`src/rtl/iter_sequencer_pkg.sv`:
```
// Shared constants for the iteration sequencer and the control unit.
// Holds the FSM state encoding and the T0..T3 phase codes.
package iter_sequencer_pkg;

    typedef enum logic [1:0] {
        ST_IDLE   = 2'd0,
        ST_RUN    = 2'd1,
        ST_FINISH = 2'd2,
        ST_DONE   = 2'd3
    } state_t;

    localparam logic [1:0] T0 = 2'b00;
    localparam logic [1:0] T1 = 2'b01;
    localparam logic [1:0] T2 = 2'b10;
    localparam logic [1:0] T3 = 2'b11;

endpackage

```
`src/rtl/iter_sequencer_phase_counter.sv`:
```
// Two-bit T0..T3 phase counter with enable and synchronous clear.
// Ports: clk, rst_n, en, clr in; phase (registered), wrap (T3 && en) out.
module phase_counter
    import iter_sequencer_pkg::*;
(
    input  logic       clk,
    input  logic       rst_n,
    input  logic       en,
    input  logic       clr,
    output logic [1:0] phase,
    output logic       wrap
);

    always_ff @(posedge clk or negedge rst_n) begin
        if (!rst_n) begin
            phase <= T0;
        end else if (clr) begin
            phase <= T0;
        end else if (en) begin
            phase <= phase + 2'd1;
        end
    end

    // Last phase of an iteration that is actually being advanced.
    assign wrap = en && (phase == T3);

endmodule

```
`src/rtl/iter_sequencer.sv`:
```
// Timing generator: runs N four-phase T loops, then E, then a done pulse.
// Ports: clk, rst_n, start, n_iter, hold, abort in; T, E, busy, done, iter_cnt out.
module iter_sequencer
    import iter_sequencer_pkg::*;
#(
    parameter int CNT_W = 8
) (
    input  logic             clk,
    input  logic             rst_n,
    input  logic             start,
    input  logic [CNT_W-1:0] n_iter,
    input  logic             hold,
    input  logic             abort,
    output logic [1:0]       T,
    output logic             E,
    output logic             busy,
    output logic             done,
    output logic [CNT_W-1:0] iter_cnt
);

    state_t           state;
    logic [CNT_W-1:0] remaining;
    logic             ph_en;
    logic             ph_clr;
    logic             wrap;

    // The phase only moves in RUN; any other state (or an abort)
    // parks it at T0 so the next run and FINISH both see T0.
    assign ph_en  = (state == ST_RUN) && !hold;
    assign ph_clr = (state != ST_RUN) || abort;

    phase_counter u_phase (
        .clk   (clk),
        .rst_n (rst_n),
        .en    (ph_en),
        .clr   (ph_clr),
        .phase (T),
        .wrap  (wrap)
    );

    always_ff @(posedge clk or negedge rst_n) begin
        if (!rst_n) begin
            state     <= ST_IDLE;
            E         <= 1'b0;
            busy      <= 1'b0;
            done      <= 1'b0;
            iter_cnt  <= '0;
            remaining <= '0;
        end else begin
            case (state)
                ST_IDLE: begin
                    if (start) begin
                        iter_cnt <= '0;
                        busy     <= 1'b1;
                        if (n_iter != '0) begin
                            remaining <= n_iter;
                            state     <= ST_RUN;
                        end else begin
                            remaining <= '0;
                            E         <= 1'b1;
                            state     <= ST_FINISH;
                        end
                    end
                end
                ST_RUN: begin
                    if (abort) begin
                        busy  <= 1'b0;
                        state <= ST_IDLE;
                    end else if (wrap) begin
                        remaining <= remaining - CNT_W'(1);
                        iter_cnt  <= iter_cnt + CNT_W'(1);
                        // Last iteration: remaining reaches zero now.
                        if (remaining == CNT_W'(1)) begin
                            E     <= 1'b1;
                            state <= ST_FINISH;
                        end
                    end
                end
                ST_FINISH: begin
                    E    <= 1'b0;
                    busy <= 1'b0;
                    if (abort) begin
                        state <= ST_IDLE;
                    end else begin
                        done  <= 1'b1;
                        state <= ST_DONE;
                    end
                end
                ST_DONE: begin
                    done  <= 1'b0;
                    state <= ST_IDLE;
                end
                default: begin
                    state <= ST_IDLE;
                end
            endcase
        end
    end

endmodule
```
`config.mk`:
```
export PLATFORM = sky130hd
export DESIGN_NAME = iter_sequencer
export DESIGN_NICKNAME = d
export VERILOG_FILES = /design/src/rtl/iter_sequencer_pkg.sv /design/src/rtl/iter_sequencer_phase_counter.sv /design/src/rtl/iter_sequencer.sv
export SDC_FILE = /design/constraint.sdc
export NUM_CORES = 1
export LEC_CHECK = 0
export BUFFER_PORTS_ARGS = -buffer_cell sky130_fd_sc_hd__buf_2
export CAP_MARGIN = 20
export CORE_UTILIZATION = 59
export CTS_CLUSTER_DIAMETER = 50
export CTS_CLUSTER_SIZE = 14
export DETAILED_ROUTE_END_ITERATION = 10
export PLACE_DENSITY_LB_ADDON = 0.12
export SLEW_MARGIN = 20
export SYNTH_ARGS = -nofsm -noshare
export SYNTH_HDL_FRONTEND = slang
export SYNTH_SLANG_ARGS = --single-unit
```
`constraint.sdc`:
```
create_clock -name clk -period 5.9 [get_ports clk]
set_input_delay 0 -clock clk [delete_from_list [all_inputs] [get_ports clk]]
set_output_delay 0 -clock clk [all_outputs]
set_load 0.01 [all_outputs]
```
; ---- Word level (Yosys, flattened, before mapping)
; Cells that the tools add are included.
[op_classes]
n_addsub = 3
n_eq_ne = 15
mux = 29
reduce_logical = 15
[ops]
columns = operator, n
row1 = 8-bit two-way mux, 7
row2 = 8-bit case mux with 2 select lines, 2
row3 = 2-bit two-way mux, 8
row4 = "2-bit inequality test, second input constant", 5
row5 = "8-bit by 1-bit adder with 8-bit output, second input constant", 1
row6 = "8-bit by 1-bit equality test with 1-bit output, second input constant", 1
row7 = 1-bit two-way mux, 8
row8 = 2-bit case mux with 4 select lines, 1
row9 = 8-bit nonzero test, 1
row10 = "8-bit by 1-bit subtractor with 8-bit output, second input constant", 1
row11 = "2-bit equality test, second input constant", 3
row12 = "2-bit by 1-bit inequality test with 1-bit output, second input constant", 3
row13 = "3-bit by 2-bit inequality test with 1-bit output, second input constant", 2
row14 = 1-bit case mux with 3 select lines, 2
row15 = 3-bit AND reduction, 2
row16 = 6-bit AND reduction, 1
row17 = 2-bit nonzero test, 3
row18 = 4-bit AND reduction, 1
row19 = 3-bit nonzero test, 1
row20 = "2-bit by 1-bit adder with 2-bit output, second input constant", 1
row21 = "2-bit by 1-bit equality test with 1-bit output, second input constant", 1
row22 = 1-bit logical AND, 2
row23 = 2-bit logical NOT, 1
row24 = 1-bit case mux with 2 select lines, 1
row25 = other kinds (3), 3
[word_totals]
reg_bits = 23
inputBits = 13
out_inout_bits = 13
elab_cells = 69

; ---- Depth between registers and ports, before layout
; Gate-level depths: netlist (run 1).
[depth]
depth_word = 6
mapped_depth = 9
ltp_nobuf = 6

; ---- Hierarchy
; Synthesis (run 1) repeated with hierarchy kept, for this count alone.
[hier_totals]
hier_cells = 155
hier_area_um2 = 1412.6
[by_module_without_submodules]
columns = module, n_inst, cells_each, area_each_um2, seq_area_each_um2
row1 = iter_sequencer, 1, 147, 1316.3, 525.5
row2 = phase_counter, 1, 8, 96.3, 50.0

; ---- Worst setup path after synthesis (run 1)
; Ideal clock, no wire load.
[synth_timing]
kind = reg2reg
start = reg state[0]
end = reg remaining[5]
arrival_ns = 1.734
required_time_ns = 5.774
setup_slack_ns = 4.040
path_stages_with_launch = 9
path_cell_list = dfrtp_1 > inv_1 > ha_1 > nor2b_1 > clkbuf_1 > a21o_1 > buf_4 > a22o_1 > a311o_1
[synth_between]
elab_chain_cells = 5
elab_cells_between_ends = 10
classes_between = eq/ne (4) / mux (1) / reduce/logical (5)
[synth_lines]
columns = item, line
row1 = from (decl), iter_sequencer.sv:21  ; state_t state;
row2 = from (signal assigned), iter_sequencer.sv:43  ; state <= ST_IDLE;
row3 = from (signal assigned), iter_sequencer.sv:57  ; state <= ST_RUN;
row4 = from (signal assigned), iter_sequencer.sv:61  ; state <= ST_FINISH;
row5 = 2-bit by 1-bit equality test with 1-bit output, "iter_sequencer.sv:29, iter_sequencer.sv:50"
row6 = 1-bit logical AND, iter_sequencer.sv:29  ; assign ph_en = (state == ST_RUN) && !hold;
row7 = 1-bit logical AND, iter_sequencer_phase_counter.sv:25  ; assign wrap = en && (phase == T3);
row8 = 2-bit by 1-bit inequality test with 1-bit output (no line), n/a
row9 = 4-bit AND reduction (no line), n/a
row10 = to (signal assigned), iter_sequencer.sv:56  ; remaining <= n_iter;
row11 = to (signal assigned), iter_sequencer.sv:70  ; remaining <= remaining - CNT_W'(1);
row12 = to (decl), iter_sequencer.sv:22  ; logic [CNT_W-1:0] remaining;
; Several ways; a longest one is shown, not always the timed one.
; A chain may end at the register's enable or synchronous reset.

; ---- Final worst setup path (run 1)
[layout_timing]
start = reg state[1]
end = reg iter_cnt[6]
[layout_between]
elab_chain_cells = 5
elab_cells_between_ends = 10
classes_between = eq/ne (4) / mux (1) / reduce/logical (5)
[layout_lines]
columns = item, line
row1 = 2-bit by 1-bit equality test with 1-bit output, "iter_sequencer.sv:29, iter_sequencer.sv:50"
row2 = 1-bit logical AND, iter_sequencer.sv:29
row3 = 1-bit logical AND, iter_sequencer_phase_counter.sv:25
row4 = 2-bit by 1-bit inequality test with 1-bit output (no line), n/a
row5 = 4-bit AND reduction (no line), n/a
row6 = to (signal assigned), iter_sequencer.sv:71  ; iter_cnt <= iter_cnt + CNT_W'(1);
row7 = to (decl), iter_sequencer.sv:18  ; output logic [CNT_W-1:0] iter_cnt
; Several ways; a longest one is shown, not always the timed one.

==> impl_summary.log, run 1 <==
[metrics] result of the run: complete, no violations
[metrics] Worst Max-Slew Pin Slew: just over 0.8 ns
[metrics] Min Clock Period, post-route: between 2 and 3 ns
[metrics] setup repair bufs after CTS: 0
[metrics] maximum capacitance violations: 0
[metrics] multi-input logic area: between 700 and 800 µm²
[metrics] CTS tree: built
[metrics] Global Route met1 Usage: 0.353
[metrics] busiest layer in global routing: met2
[metrics] upper clock frequency limit: ~0.36 GHz
[metrics] required time reported for the critical path endpoint: about 6.1 ns
[metrics] leakage: between 0.7 and 0.8 nW
[metrics] GRT overflow: 0
[metrics] most frequent cell after synthesis: sky130_fd_sc_hd__dfrtp_1
[metrics] total via count after detailed routing: between 1000 and 1500
[metrics] Clock transition at path regs: 0.13 ns
[metrics] Warnings, synthesis: 0
[metrics] WL final: between 3000 and 4000 µm
[metrics] Cells on Worst Hold Path: 3
[metrics] Site Rows: 17
[metrics] Critical Path Sink Type: register
[metrics] Primary FF master, synth: sky130_fd_sc_hd__dfrtp_1
[metrics] Chip Height: roughly 51 µm
[metrics] top-level port count: 26
[metrics] worst reg-to-reg setup slack: 3.14 ns
[metrics] Crit path arrival time: approximately 3 ns
[metrics] Global Route Usage Sum: 0.284
[metrics] Layout area overhead: 16.6%
[metrics] Hold Fails Final Rpt: 0
[metrics] FILL cells: roughly 170
[metrics] wire length of the first global-routing pass: between 5000 and 6000 µm
[metrics] core footprint: 2230 µm²
[metrics] share of post-route cells with drive strength above 1: 0.173
[metrics] kind of start point of the critical path: register
[metrics] clock tree root driver cell: sky130_fd_sc_hd__clkbuf_4
[metrics] largest net degree at the start of global routing: 26
[metrics] quantity of gates resized following cts: 0
[metrics] routability-driven placement congestion ratio: roughly 0.85
[metrics] beginning of the worst hold path: n_iter[6]
[metrics] routed vias/inst: around 6
[metrics] Initial DRT Pass Iterations: 4
[metrics] number of distinct standard cells referenced by the synthesized netlist: 43
[metrics] Finished Core Util: 0.733
[metrics] n_diodes: 0
[metrics] worst skew pair latency: 0.32 ns
[metrics] total power after layout: a little under 0.7 mW
[metrics] unrepaired setup endpoints after global routing: no
[metrics] Post-Syn Area: approximately 1400 µm²
[metrics] total clock buffers created by CTS: 3
[metrics] endpoint of the most critical register-to-register path: iter_cnt[6]
[metrics] full die area: 2580 µm²
[metrics] critical setup path kind: reg -> reg
[metrics] part of the Yosys area used for sequential elements: 0.410
[metrics] Post-synth top cells: 23 x sky130_fd_sc_hd__dfrtp_1, 16 x sky130_fd_sc_hd__nand2_1, 9 x sky130_fd_sc_hd__ha_1, 9 x sky130_fd_sc_hd__nand3_1, 8 x sky130_fd_sc_hd__inv_1
[metrics] hold buffers post-CTS: 7
[metrics] width of the die: a little over 50 µm
[metrics] mean area per synthesized cell: 9.49 µm²
[metrics] DP HPWL: about 2200 µm
[metrics] vias in the first global route: 1213
[metrics] number of levels the H-tree was split into: 1
[metrics] skew final: slightly above 0.01 ns
[metrics] FF+latch area: roughly 580 µm²
[metrics] proportion of register bits with asynchronous set or reset after synthesis: 1.00
[metrics] number of antenna violations at the first check in global routing: 0
[metrics] post-DR wirelength/cell: about 15 µm
[metrics] share of the synthesized area in the top cell type: 0.410
[metrics] Net Count, Synth: 170
[metrics] largest cells by area after synthesis: sky130_fd_sc_hd__dfrtp_1 41%, sky130_fd_sc_hd__ha_1 8.0%, sky130_fd_sc_hd__nand2_1 4.3%
[metrics] flip-flop and latch count after synthesis: 23
[metrics] final clock period utilization by the worst path: 0.467
[metrics] met2 global-route usage: 0.462
[metrics] summed negative setup slack over all endpoints: 0 ns
[metrics] path depth of the worst reg2reg path: 6
[metrics] met3 global-route usage: 0.0515
[metrics] headroom to the max-slew limit: 0.453
[metrics] number of enable-type register cells in the synthesized netlist: 0
[metrics] worst min path class: in -> reg
[metrics] final-report setup violation count: 0
[metrics] critical path peak fanout: 25
[metrics] count of mapped cells out of synthesis: roughly 150
[metrics] number of clock sinks seen by CTS: 23
[metrics] number of I/O port buffers: 25
[metrics] Clock Tree Buf Depth: 2
[metrics] Pins Over Slew Limit: 0
[metrics] critical register-to-register path startpoint: state[1]
[metrics] residual DRC count: 0
[metrics] IR drop worst, VDD: 0.000319 V
[metrics] Power Dens Cells: 413 nW/µm²
[metrics] initial DRC count: 34
[metrics] cell accounting for the most synthesized area: sky130_fd_sc_hd__dfrtp_1
[metrics] residual antenna-violating net count after detailed routing: 0
[metrics] Layout Nets: about 200
[metrics] initial standard-cell utilization of the core: 0.629
[metrics] endpoint of the worst hold path: remaining[6]
-- through the flow --
stage | instances | hold slack [ns] | setup slack, ns | instance area (µm²)
after floorplan | 148 | -0.296 | 4.04 | 1410
after global placement | 196 | -0.00166 | 3.33 | 1540
after detailed placement | 196 | 0.00733 | 3.17 | 1540
after CTS | 207 | 0.00417 | 3.15 | 1640
after global routing | 207 | 0.0218 | 2.95 | 1640
final | 207 | 0.0177 | 3.14 | 1640
-- worst max path at each step --
stage	cells after the start	slack, ns	start	to
3_5_place_dp	6	3.17	state[1]	iter_cnt[6]
5_1_grt	6	2.95	state[1]	iter_cnt[6]
3_3_place_gp	6	3.33	state[1]	iter_cnt[6]
4_1_cts	6	3.15	state[1]	iter_cnt[6]
2_1_floorplan	8	4.04	state[0]	remaining[5]
6_report	6	3.14	state[1]	iter_cnt[6]
-- cells by family after synthesis --
group,share of synthesized area
AOI/OAI and AO/OA,0.175
DFF,0.410
buffers and inverters,0.0383
adders and majority gates,0.0801
muxes,0.0445
xor gates and xnor gates,0.00623
and+or+nand+nor,0.246
-- cell usage in the layout, fill, tap and decap left out, types with 4 or more instances in the layout --
cell	n
sky130_fd_sc_hd__o21ai_0	7
sky130_fd_sc_hd__mux2i_1	4
sky130_fd_sc_hd__ha_1	9
sky130_fd_sc_hd__a21oi_1	7
sky130_fd_sc_hd__or3_1	4
sky130_fd_sc_hd__nand2_1	16
sky130_fd_sc_hd__nor2b_1	5
sky130_fd_sc_hd__nor2_1	5
sky130_fd_sc_hd__inv_1	8
sky130_fd_sc_hd__o31ai_1	4
sky130_fd_sc_hd__dfrtp_1	23
sky130_fd_sc_hd__dlygate4sd3_1	7
sky130_fd_sc_hd__buf_2	25
sky130_fd_sc_hd__nand3_1	9
-- critical path: stages (launching register included) --
cell and delay [ns]:
sky130_fd_sc_hd__dfrtp_1 0.43, sky130_fd_sc_hd__inv_1 0.13, sky130_fd_sc_hd__ha_1 0.71, sky130_fd_sc_hd__nand4bb_1 0.24, sky130_fd_sc_hd__a21o_1 0.45, sky130_fd_sc_hd__or4_1 0.58, sky130_fd_sc_hd__a21oi_1 0.15
-- state kept, by name, summed over array words and instances (netlist names) --
signal and flops:
state 2, iter_cnt 8, u_phase.phase 2, remaining 8
E 1, busy 1, done 1
-- final cells by class --
cell class                 instances  share of cell area
clock buffer                       4              0.0160
inverter                           8              0.0183
multi-input combinational        112               0.474
sequential                        23               0.351
tap                               28              0.0214
timing repair buffer              32               0.119
-- per-layer routing --
metal | share of wire | vias up | routed length, µm
met5 | 0 | - | 0
met4 | 0.023 | 0 | 74
met3 | 0.038 | 9 | 120
met2 | 0.50 | 37 | 1590
met1 | 0.44 | 610 | 1400
li1 | - | 615 | -
-- power breakdown --
| group | internal (mW) | switching (mW) | leakage, nW | total [mW] |
|---|---|---|---|---|
| registers | 0.210 | 0.0618 | 0.286 | 0.272 |
| clock network | 0.0264 | 0.0480 | 0.0150 | 0.0744 |
| logic | 0.138 | 0.192 | 0.456 | 0.330 |
Note: power is estimated with default switching activity, not from simulation.
==> run 2: changes to the inputs <==
--- a/config.mk
+++ b/config.mk
@@ -7,7 +7,7 @@
 export LEC_CHECK = 0
 export BUFFER_PORTS_ARGS = -buffer_cell sky130_fd_sc_hd__buf_2
 export CAP_MARGIN = 20
-export CORE_UTILIZATION = 59
+export CORE_UTILIZATION = 49
 export CTS_CLUSTER_DIAMETER = 50
 export CTS_CLUSTER_SIZE = 14
 export DETAILED_ROUTE_END_ITERATION = 10
==> constraint.sdc (replaced) <==
create_clock -name clk -period 2.5 [get_ports clk]
set_input_delay 0 -clock clk [delete_from_list [all_inputs] [get_ports clk]]
set_output_delay 0 -clock clk [all_outputs]
set_load 0.01 [all_outputs]
==> run 2 against run 1 <==
Core utilization down 12 points. Sequential power up 130%. Register-to-register slack worse by 2.9 ns. Global-route usage down 5.7 points. Count of clock-buffer cells in the layout unchanged. Hold slack better by 0.0052 ns. Final area up 1.6%. Combinational power up 150%. First-iteration DRC count up 26%.
==> impl_summary.log, run 2 (same netlist as run 1, synthesis figures left out) <==
[metrics] initial standard-cell utilization of the core: 0.514 (was 0.629)
[metrics] quantity of gates resized following cts: 0 (unchanged)
[metrics] unrepaired setup endpoints after global routing: no (unchanged)
[metrics] largest net degree at the start of global routing: 24 (was 26)
[metrics] kind of start point of the critical path: register (unchanged)
[metrics] total placed instance area: 1570 µm² (was 1540 µm²)
[metrics] total power after layout: 1.62 mW (was 0.676 mW)
[metrics] Chip Height: 55.6 µm (was 50.8 µm)
[metrics] final clock period utilization by the worst path: 0.919 (was 0.467)
[metrics] n_diodes: 0 (unchanged)
[metrics] worst skew pair latency: 0.30 ns (was 0.32 ns)
[metrics] Cells on Worst Hold Path: 3 (unchanged)
[metrics] total via count after detailed routing: 1262 (was 1271)
[metrics] residual DRC count: 0 (unchanged)
[metrics] residual antenna-violating net count after detailed routing: 0 (unchanged)
[metrics] summed negative setup slack over all endpoints: 0 ns (unchanged)
[metrics] routability-driven placement congestion ratio: 0.817 (was 0.854)
[metrics] Power Dens Cells: 971 nW/µm² (was 413 nW/µm²)
[metrics] top-level port count: 26 (unchanged)
[metrics] clock tree root driver cell: sky130_fd_sc_hd__clkbuf_4 (unchanged)
[metrics] result of the run: complete, no violations (unchanged)
[metrics] critical setup path kind: reg -> reg (unchanged)
[metrics] Layout Cell Area excl Fill: 1660 µm² (was 1640 µm²)
[metrics] Crit path arrival time: 2.52 ns (was 3.00 ns)
[metrics] full die area: 3090 µm² (was 2580 µm²)
[metrics] commonest non-fill, non-tap cell in the layout: sky130_fd_sc_hd__buf_2 (unchanged)
[metrics] wire length of the first global-routing pass: 5590 µm (was 5350 µm)
[metrics] Hold Fails Final Rpt: 0 (unchanged)
[metrics] Pins Over Slew Limit: 0 (unchanged)
[metrics] Min Clock Period, post-route: 2.30 ns (was 2.76 ns)
[metrics] upper clock frequency limit: 0.435 GHz (was 0.363 GHz)
[metrics] Clock Tree Buf Depth: 2 (unchanged)
[metrics] Critical Path Sink Type: register (unchanged)
[metrics] final-report setup violation count: 0 (unchanged)
[metrics] DP HPWL: 2350 µm (was 2250 µm)
[metrics] width of the die: 55.6 µm (was 50.8 µm)
[metrics] number of levels the H-tree was split into: 1 (unchanged)
[metrics] Largest regs: iter_cnt (8), remaining (8) (unchanged)
[metrics] Finished Core Util: 0.609 (was 0.733)
[metrics] WL final: 3240 µm (was 3180 µm)
[metrics] CTS tree: built (unchanged)
[metrics] leakage: 0.771 nW (was 0.756 nW)
[metrics] number of antenna violations at the first check in global routing: 0 (unchanged)
[metrics] core footprint: 2730 µm² (was 2230 µm²)
[metrics] maximum capacitance violations: 0 (unchanged)
[metrics] total clock buffers created by CTS: 3 (unchanged)
[metrics] required time reported for the critical path endpoint: 2.72 ns (was 6.14 ns)
[metrics] headroom to the max-slew limit: 0.594 (was 0.453)
[metrics] vias in the first global route: 1217 (was 1213)
[metrics] share of post-route cells with drive strength above 1: 0.187 (was 0.173)
[metrics] Clock transition at path regs: 0.13 ns (about the same)
[metrics] Worst Max-Slew Pin Slew: 0.609 ns (was 0.821 ns)
[metrics] Initial DRT Pass Iterations: 4 (unchanged)
[metrics] Layout Nets: 205 (was 202)
[metrics] most used cells in the layout excluding fill and tap cells: 25 x sky130_fd_sc_hd__buf_2, 23 x sky130_fd_sc_hd__dfrtp_1, 16 x sky130_fd_sc_hd__nand2_1 (unchanged)
[metrics] post-DR wirelength/cell: 15.2 µm (was 15.4 µm)
[metrics] Site Rows: 19 (was 17)
[metrics] worst min path class: in -> reg (unchanged)
[metrics] routed vias/inst: 5.92 (was 6.14)
[metrics] Global Route Usage Sum: 0.228 (was 0.284)
[metrics] Layout area overhead: 18.4% (was 16.6%)
[metrics] path depth of the worst reg2reg path: 7 (was 6)
[metrics] setup repair bufs after CTS: 0 (unchanged)
[metrics] number of clock sinks seen by CTS: 23 (unchanged)
[metrics] Placed Instances: 202 (was 196)
[metrics] GRT overflow: 0 (unchanged)
[metrics] skew final: 0.00277 ns (was 0.0102 ns)
[metrics] IR drop worst, VDD: 0.000712 V (was 0.000319 V)
[metrics] initial DRC count: 43 (was 34)
[metrics] number of I/O port buffers: 25 (unchanged)
[metrics] number of cells in the finished layout apart from fillers: 213 (was 207)
[metrics] critical path peak fanout: 18 (was 25)
==> run 2: cell count changes in the layout (fill, tap and decap cells not counted), sizes merged <==
cell  before  now
buf       25   28
==> run 2: worst paths after layout <==
kind                            startpoint               end  slack [ns]
min in group asynchronous            rst_n      remaining[0]        0.18
max in group asynchronous            rst_n       iter_cnt[1]        1.97
worst min-delay path                  hold  u_phase.phase[0]        0.02
worst max-delay path              state[0]      remaining[6]        0.20
worst min register to register           E                 E        0.54
worst max register to register    state[0]      remaining[6]        0.20
==> run 2: per-stage QoR <==
stage                     setup slack (ns)  hold WS [ns]
after floorplan                      0.640        -0.296
after CTS                            0.239        0.0148
after global placement               0.429       0.00225
final                                0.203        0.0229
after global routing                 0.117        0.0249
after detailed placement             0.268       0.00602
==> run 2: layout make-up <==
type / instances / area [µm²]
clock buffers: 4 / 26.3
fillers: 248 / 1070
inverters: 8 / 30.0
multi-input cells: 112 / 776
flip-flops and latches: 23 / 576
well taps: 31 / 38.8
repair buffers: 35 / 218
==> run 2: repair_timing <==
| item | CTS | global route |
|---|---|---|
| endpoints found under the setup margin | 0 | 0 |
| hold buffers | 7 | 0 |
| endpoints found under the hold margin | 29 | 0 |
==> run 2: per-layer routing <==
layer | track usage | part of all wire
met1 | 0.296 | 0.46
met2 | 0.399 | 0.50
met3 | 0.0281 | 0.035
met4 | 0.0607 | 0.0037
met5 | 0 | 0
==> run 2: where the power goes <==
group	switching, mW	internal [mW]
Clock	0.109	0.0622
Sequential	0.136	0.495
Combinational	0.458	0.355
==> run 2: critical path, cell delays in order (launching register included) <==
cell and delay (ns):
sky130_fd_sc_hd__dfrtp_1 0.42, sky130_fd_sc_hd__inv_1 0.13, sky130_fd_sc_hd__ha_1 0.24, sky130_fd_sc_hd__nor2b_1 0.43, sky130_fd_sc_hd__a21o_1 0.46, sky130_fd_sc_hd__buf_4 0.24, sky130_fd_sc_hd__nor3_1 0.06, sky130_fd_sc_hd__a311oi_1 0.23
